`config.mk`:
```
export PLATFORM = sky130hd
export DESIGN_NAME = crc_stream_engine
export DESIGN_NICKNAME = d
export VERILOG_FILES = /design/src/rtl/crc_pkg.sv /design/src/rtl/crc_byte_step.sv /design/src/rtl/crc_stream_engine.sv
export SDC_FILE = /design/constraint.sdc
export NUM_CORES = 1
export LEC_CHECK = 0
export BUFFER_PORTS_ARGS = -buffer_cell sky130_fd_sc_hd__buf_2
export CAP_MARGIN = 15
export CELL_PAD_IN_SITES_DETAIL_PLACEMENT = 1
export CELL_PAD_IN_SITES_GLOBAL_PLACEMENT = 1
export CORE_MARGIN = 8
export CORE_UTILIZATION = 24
export CTS_CLUSTER_SIZE = 20
export DETAILED_ROUTE_END_ITERATION = 7
export PLACE_DENSITY_LB_ADDON = 0.1
export SLEW_MARGIN = 5
export SYNTH_ARGS = -nofsm -noshare
export SYNTH_HDL_FRONTEND = slang
export SYNTH_SLANG_ARGS = --single-unit
```
`constraint.sdc`:
```
create_clock -name clk -period 3.5 [get_ports clk]
set_input_delay 0.7 -clock clk [delete_from_list [all_inputs] [get_ports clk]]
set_output_delay 0.7 -clock clk [all_outputs]
set_load 0.01 [all_outputs]
```
`src/rtl/crc_pkg.sv`:
```
// rtl/crc_pkg.sv - shared state encoding and bit-reflection helpers for the CRC stream engine
package crc_pkg;

  typedef enum logic [1:0] {
    ST_IDLE  = 2'd0,
    ST_ACCUM = 2'd1,
    ST_DONE  = 2'd2
  } state_e;

  function automatic logic [7:0] reflect_byte(input logic [7:0] b);
    logic [7:0] r;
    for (int i = 0; i < 8; i++) r[i] = b[7-i];
    return r;
  endfunction

  // Reflects the low w bits of v; bits at and above w come back as zero.
  function automatic logic [31:0] reflect_word(input logic [31:0] v, input int w);
    logic [31:0] r;
    r = '0;
    for (int i = 0; i < 32; i++) begin
      if (i < w) r[i] = v[w-1-i];
    end
    return r;
  endfunction

endpackage

```
`src/rtl/crc_byte_step.sv`:
```
// rtl/crc_byte_step.sv - combinational one-byte CRC update, MSB-first shift form
module crc_byte_step
  import crc_pkg::*;
#(
  parameter int              CRC_W = 16,
  parameter logic [CRC_W-1:0] POLY = CRC_W'(16'h1021),
  parameter bit              REFIN = 1'b0
) (
  input  logic [CRC_W-1:0] crc_i,
  input  logic [7:0]       byte_i,
  output logic [CRC_W-1:0] crc_o
);

  logic [7:0]       b_s;
  logic [CRC_W-1:0] c_s;
  logic             fb_s;

  // Reflecting the input byte lets one shift direction serve both bit orders.
  always_comb begin
    b_s  = REFIN ? reflect_byte(byte_i) : byte_i;
    c_s  = crc_i;
    fb_s = 1'b0;
    for (int i = 7; i >= 0; i--) begin
      fb_s = c_s[CRC_W-1] ^ b_s[i];
      c_s  = {c_s[CRC_W-2:0], 1'b0} ^ (fb_s ? POLY : '0);
    end
    crc_o = c_s;
  end

endmodule

```
`src/rtl/crc_stream_engine.sv`:
```
// rtl/crc_stream_engine.sv - streaming CRC engine: multi-byte beats in, one registered CRC per frame out
module crc_stream_engine
  import crc_pkg::*;
#(
  parameter int               CRC_W   = 16,
  parameter int               DATA_W  = 8,
  parameter logic [CRC_W-1:0] POLY    = CRC_W'(16'h1021),
  parameter logic [CRC_W-1:0] INIT    = CRC_W'(16'hFFFF),
  parameter logic [CRC_W-1:0] XOR_OUT = '0,
  parameter bit               REFIN   = 1'b0,
  parameter bit               REFOUT  = 1'b0,
  parameter logic [CRC_W-1:0] RESIDUE = '0
) (
  input  logic                clk,
  input  logic                reset_n,
  input  logic                clear,
  input  logic                in_valid,
  output logic                in_ready,
  input  logic [DATA_W-1:0]   in_data,
  input  logic [DATA_W/8-1:0] in_keep,
  input  logic                in_last,
  output logic                out_valid,
  input  logic                out_ready,
  output logic [CRC_W-1:0]    out_crc,
  output logic                out_match
);

  localparam int NB = DATA_W / 8;

  state_e           state_q, state_d;
  logic [CRC_W-1:0] crc_q, crc_d;
  logic [CRC_W-1:0] out_crc_q, out_crc_d;
  logic             out_match_q, out_match_d;
  logic             accept;
  logic [NB-1:0]    keep_eff;
  logic [CRC_W-1:0] chain_out;
  logic [CRC_W-1:0] crc_fin;

  assign out_valid = (state_q == ST_DONE);
  assign in_ready  = !out_valid || out_ready;
  assign accept    = in_valid && in_ready;
  assign out_crc   = out_crc_q;
  assign out_match = out_match_q;

  // Keep is only meaningful on the last beat, where all-zero means a full beat.
  assign keep_eff = (in_last && (in_keep != '0)) ? in_keep : '1;

  // crc_q is INIT whenever a frame starts, so the chain always seeds from it.
  for (genvar k = 0; k < NB; k++) begin : g_stage
    logic [CRC_W-1:0] c_in, c_step, c_out;
    if (k == 0) begin : g_first
      assign c_in = crc_q;
    end else begin : g_next
      assign c_in = g_stage[k-1].c_out;
    end
    crc_byte_step #(
      .CRC_W (CRC_W),
      .POLY  (POLY),
      .REFIN (REFIN)
    ) u_step (
      .crc_i  (c_in),
      .byte_i (in_data[8*k +: 8]),
      .crc_o  (c_step)
    );
    assign c_out = keep_eff[k] ? c_step : c_in;
  end

  assign chain_out = g_stage[NB-1].c_out;
  assign crc_fin   = (REFOUT ? CRC_W'(reflect_word(32'(chain_out), CRC_W)) : chain_out) ^ XOR_OUT;

  always_comb begin
    state_d     = state_q;
    crc_d       = crc_q;
    out_crc_d   = out_crc_q;
    out_match_d = out_match_q;
    if (clear) begin
      state_d = ST_IDLE;
      crc_d   = INIT;
    end else begin
      if (accept) begin
        crc_d = in_last ? INIT : chain_out;
        if (in_last) begin
          out_crc_d   = crc_fin;
          out_match_d = (chain_out == RESIDUE);
        end
      end
      case (state_q)
        ST_IDLE:  if (accept) state_d = in_last ? ST_DONE : ST_ACCUM;
        ST_ACCUM: if (accept && in_last) state_d = ST_DONE;
        ST_DONE: begin
          if (out_ready) begin
            if (accept) state_d = in_last ? ST_DONE : ST_ACCUM;
            else        state_d = ST_IDLE;
          end
        end
        default:  state_d = ST_IDLE;
      endcase
    end
  end

  always_ff @(posedge clk or negedge reset_n) begin
    if (!reset_n) begin
      state_q     <= ST_IDLE;
      crc_q       <= INIT;
      out_crc_q   <= '0;
      out_match_q <= 1'b0;
    end else begin
      state_q     <= state_d;
      crc_q       <= crc_d;
      out_crc_q   <= out_crc_d;
      out_match_q <= out_match_d;
    end
  end

endmodule
```
# After elaboration in Yosys (flattened, before gate mapping)
# Cells that the tools add are included.
dict set report op_classes {
  n_eq_ne 5
  bitwise_logic 17
  mux 20
  n_reduce_logical 10
}
# op count
set ops {}
lappend ops {{XOR 16 bit} 8}
lappend ops {{2-to-1 mux 13 bit} 8}
lappend ops {{2-to-1 mux 16 bit} 4}
lappend ops {{zero test 16 bit} 1}
lappend ops {{2-to-1 mux 2 bit} 6}
lappend ops {{XOR 1 bit} 8}
lappend ops {{!= test 3 bit (second input constant)} 2}
lappend ops {{case mux 2 bit (3 select lines)} 1}
lappend ops {{AND reduction 3 bit} 2}
lappend ops {{logical AND 1 bit} 3}
lappend ops {{!= test 3 x 2 -> 1 bit (second input constant)} 1}
lappend ops {{== test 2 x 1 -> 1 bit (second input constant)} 1}
lappend ops {{== test 2 bit (second input constant)} 1}
lappend ops {{zero test 2 bit} 1}
lappend ops {{nonzero test 2 bit} 1}
lappend ops {{zero test 1 bit} 1}
lappend ops {{logical OR 1 bit} 1}
lappend ops {{2-to-1 mux 1 bit} 1}
lappend ops {{inverter 1 bit} 1}
dict set report totals {
  word_cells 56
  input_bits 15
  out_inout_bits 19
  ff_bits 35
}

# Longest topological paths before layout
dict set report depth {
  ltp_word 28
  mapped_depth 7
  ltp_nobuf 5
}

# Hierarchy
# A second synthesis with hierarchy kept.
dict set report unflattened {
  cells_unflattened 119
  area_unflattened_um2 1814.2
}
# mod instances seq_area_each_um2 area_each_um2 cells_each
set modules_own_cells {}
lappend modules_own_cells {crc_stream_engine 1 895.9 1418.9 93}
lappend modules_own_cells {crc_byte_step 1 0.0 395.4 26}

# Worst setup path before layout
# OpenSTA, ideal clock, no wires.
dict set report synth_timing {
  path_type {in2reg}
  start {input port out_ready}
  end {register out_match_q (netlist: out_match)}
  arrival_ns 1.918
  setup_slack_ns 1.461
  cell_stages 7
  n_path_buf 2
  cell_sequence {or3b_1 -> nand2_1 -> or3_1 -> buf_4 -> buf_2 -> a21oi_1 -> a22o_2}
}
dict set report synth_between {
  elab_chain_len 3
}
# element line_no
set synth_rtl {}
lappend synth_rtl {{start, declared} crc_stream_engine.sv:23} ;# input logic out_ready,
lappend synth_rtl {{logical OR 1 bit} crc_stream_engine.sv:40} ;# assign in_ready = !out_valid || out_ready;
lappend synth_rtl {{logical AND 1 bit} crc_stream_engine.sv:41} ;# assign accept = in_valid && in_ready;
lappend synth_rtl {{AND reduction 3 bit (no source line)} -}
lappend synth_rtl {{end signal, assigned} crc_stream_engine.sv:111} ;# out_match_q <= out_match_d;
lappend synth_rtl {{end, declared} crc_stream_engine.sv:33} ;# logic out_match_q, out_match_d;
# No other way between the ends.
# A chain may end at the register's enable or synchronous reset.

# Worst setup path in the final report
# Ends and elaborated chain as after synthesis.

==> metrics.csv <==
stage,metric,value,unit
pwr,Leak,0.798,nW
yosys,simple-gate portion of the synthesized area,10.6,%
sta,crit share post-route,61.6,%
global_routing,gr ovfl total,0,
global_routing,largest net degree at the start of global routing,36,
cells_and_area,Multi-input gate area,662,um2
sta,Min Hold Slack,0.480,ns
yosys,post-synthesis cell area,1590,um2
sta,Clock Skews,0.00981,ns
critical_path,crit path max-delay cell type,or3_1,
yosys,post-synthesis mux area share,4.95,%
floorplan,Initial Util,25.0,%
yosys,Mean Syn Cell Area,11.4,um2
yosys,post-synthesis xor/xnor area fraction,13.7,%
sta,fin crit period,2.16,ns
cells_and_area,register area,896,um2
cts,CTS root buf,clkbuf_8,
yosys,sequential fraction of the synthesis area,56.2,%
sta,Slew @ Worst Pin,0.812,ns
pwr,PD cells,608,nW/um2
routing,WL final,4120,um
global_routing,antenna violations before repair,0,
critical_path,CP Class,primary input to flip-flop,
global_routing,first-pass GRT wire length,7090,um
floorplan,die outline width,97.5,um
sta,Achievable Freq,463,MHz
placed_design,Final Wtd Congestion,0.706,
yosys,largest family of logic cells by synthesized area,XOR/XNOR gates,
critical_path,WP data arrival,2.34,ns
cells_and_area,# diodes,0,
floorplan,Core Box Area,6390,um2
sta,Fin. Hold Viols,0,
cells_and_area,Layout area overhead,21.0,%
critical_path,crit path max fanout,16,
yosys,Adder-Cell Fraction of Synth Area,0,%
critical_path,WP buf/inv,2,
floorplan,I/O pin count,34,
cts,CTS tree,built,
cts,Num CTS Buffers,5,
routing,Vias/cell,4.53,
yosys,Post-synth EDFFs,0,
cts,Setup Buffers After CTS,0,
critical_path,CP Cell Sequence,buf_2 -> or3b_1 -> nand2_1 -> or3_1 -> buf_4 -> a21oi_1 -> a22o_2,
global_routing,vias in the first global route,1358,
placed_design,DP Wirelength,3000,um
yosys,leading cell types by count after synthesis,"19 x dfrtp_1, 19 x xnor2_1, 16 x dfstp_2, 14 x nor2_1",
cts,# H-tree levels,2,
yosys,area fraction in compound gates after synthesis,12.3,%
yosys,"FFs w/ async S/R, synth",100,%
yosys,count of cell types in the netlist,29,
placed_design,# port buffers,32,
yosys,Ys Warns,0,
sta,Final Setup Violations,0,
routing,Starting DRT DRC Count,34,
cts,maximum clock path buffer count,2,
yosys,post-synth net total,155,
floorplan,die area,9510,um2
cells_and_area,Filler Cell Count,732,
cells_and_area,share of layout cells above drive strength 1,38.1,%
routing,drt pass-1 iters,4,
pwr,maximum VDD drop,0.247,mV
sta,setup TNS,0,ns
floorplan,die height,97.5,um
cts,Hold Buf Count CTS,0,
cts,clock-pin slew on the worst setup and hold paths,0.08,ns
sta,Slew headroom,45.9,%
critical_path,Worst setup SP type,primary input,
yosys,top cell type's share of synthesized area,29.8,%
cells_and_area,nets,190,
yosys,Yosys top cell by area,dfrtp_1,
routing,DR DRC count,0,
worst_hold_path,Hold Crit Class,flip-flop to flip-flop,
job,number of max-cap violations,0,
sta,RSZ-0062 raised after global routing,false,
critical_path,Critical Path Sink Type,flip-flop,
cts,"Clk Latency, worst-skew pair",0.29,ns
routing,routed len/inst,16.3,um
floorplan,num rows,29,
yosys,number of synthesized register bits,35,
yosys,gate count of the mapped netlist,140,
outcome,outcome,"complete, no violations",
cts,clk sinks,35,
yosys,ys flop type,dfrtp_1,
yosys,main area contributors after synthesis,"dfrtp_1 30%, dfstp_2 26%, xnor2_1 10%",
cts,CTS resizes,0,
critical_path,"CP delay by family, top",simple AND/OR/NAND/NOR gates,
global_routing,gr usage total,9.24,%
critical_path,Worst path max stage delay,0.43,ns
routing,DR vias,1147,
sta,max-slew violation count,0,
routing,post-route ant nets,0,
critical_path,WP data required,3.68,ns
-- through the flow --
stage / worst slack [ns] / utilization, % / cell area (um2) / total power, mW / std cells
final: 1.34 / 30.2 / 1930 / 1.17 / 253
after global routing: 1.21 / 30.2 / 1930 / 1.27 / 253
after CTS: 1.31 / 30.2 / 1930 / 1.20 / 253
after detailed placement: 0.998 / 28.8 / 1840 / 0.887 / 245
after global placement: 1.06 / 28.8 / 1840 / 0.876 / 245
after floorplan: 1.46 / - / 1590 / 0.743 / 140
-- where the power goes --
group	leakage (nW)	switching, mW	internal (mW)	total, mW
sequential	0.405	0.0445	0.497	0.542
combinational	0.345	0.181	0.144	0.325
clock	0.0482	0.147	0.159	0.306
total	0.798	0.373	0.800	1.17
-- cells by family (layout without fill, tap and decap cells) --
group           Yosys count  in the layout
flops                    35             35
buf+inv                   8             44
xor+xnor                 24             24
mux                       7              7
simple gates             35             35
compound gates           31             31
-- worst paths after layout --
| kind | from | to | slack [ns] | depth (start not counted) |
|---|---|---|---|---|
| worst min register to register | out_crc[10]$_DFFE_PN0P_ | out_crc[10]$_DFFE_PN0P_ | 0.48 | 2 |
| worst max register to register | crc_q[14]$_DFFE_PN1P_ | out_match$_DFFE_PN0P_ | 1.46 | 5 |
| max in group asynchronous | reset_n | out_crc[7]$_DFFE_PN0P_ | 2.49 | 1 |
| worst max-delay path | out_ready | out_match$_DFFE_PN0P_ | 1.34 | 7 |
| min in group asynchronous | reset_n | out_crc[14]$_DFFE_PN0P_ | 0.49 | 1 |
| worst min-delay path | out_crc[10]$_DFFE_PN0P_ | out_crc[10]$_DFFE_PN0P_ | 0.48 | 2 |
-- flip-flops by register name, indices dropped and copies added (netlist names) --
signal,flops
out_crc,16
out_match,1
crc_q,16
state_q,2
-- cell usage in the layout, fill, tap and decap left out, drive strengths merged --
cell type	Yosys	final
buf	3	34
nand4	1	1
o21ai	10	10
nor3	1	1
a22o	1	1
a211oi	1	1
nor2	14	14
xnor2	19	19
clkbuf	3	7
xor2	5	5
a32oi	1	1
nor4bb	1	1
a21oi	10	10
nor2b	1	1
or4	2	2
or3b	1	1
nand2	10	10
nand2b	1	1
inv	2	2
nand4b	1	1
mux2	7	7
or3	2	2
dfstp	16	16
clkinv	0	1
a22oi	1	1
o22a	7	7
dfrtp	19	19
-- routing by layer --
layer	vias to the layer above	routed length, um	GRT usage, %
li1	550	-	-
met1	567	1940	11.1
met2	24	1870	14.4
met3	6	244	3.84
met4	0	57	3.15
met5	-	0	0
-- final cells by class --
class	instances	share of cell area [%]
multi-input combinational	97	34.3
timing repair buffer	34	9.09
inverter	2	0.389
tap	77	5.00
clock inverter	1	0.260
clock buffer	7	4.48
sequential	35	46.5
-- worst reg2reg max path: stages (launching register included) --
cell and delay [ns]:
dfstp_2 0.54, xor2_1 0.46, xnor2_1 0.34, nor2_1 0.15, nor4bb_1 0.30, a22o_2 0.19
Power figures use the tool's default switching activity.
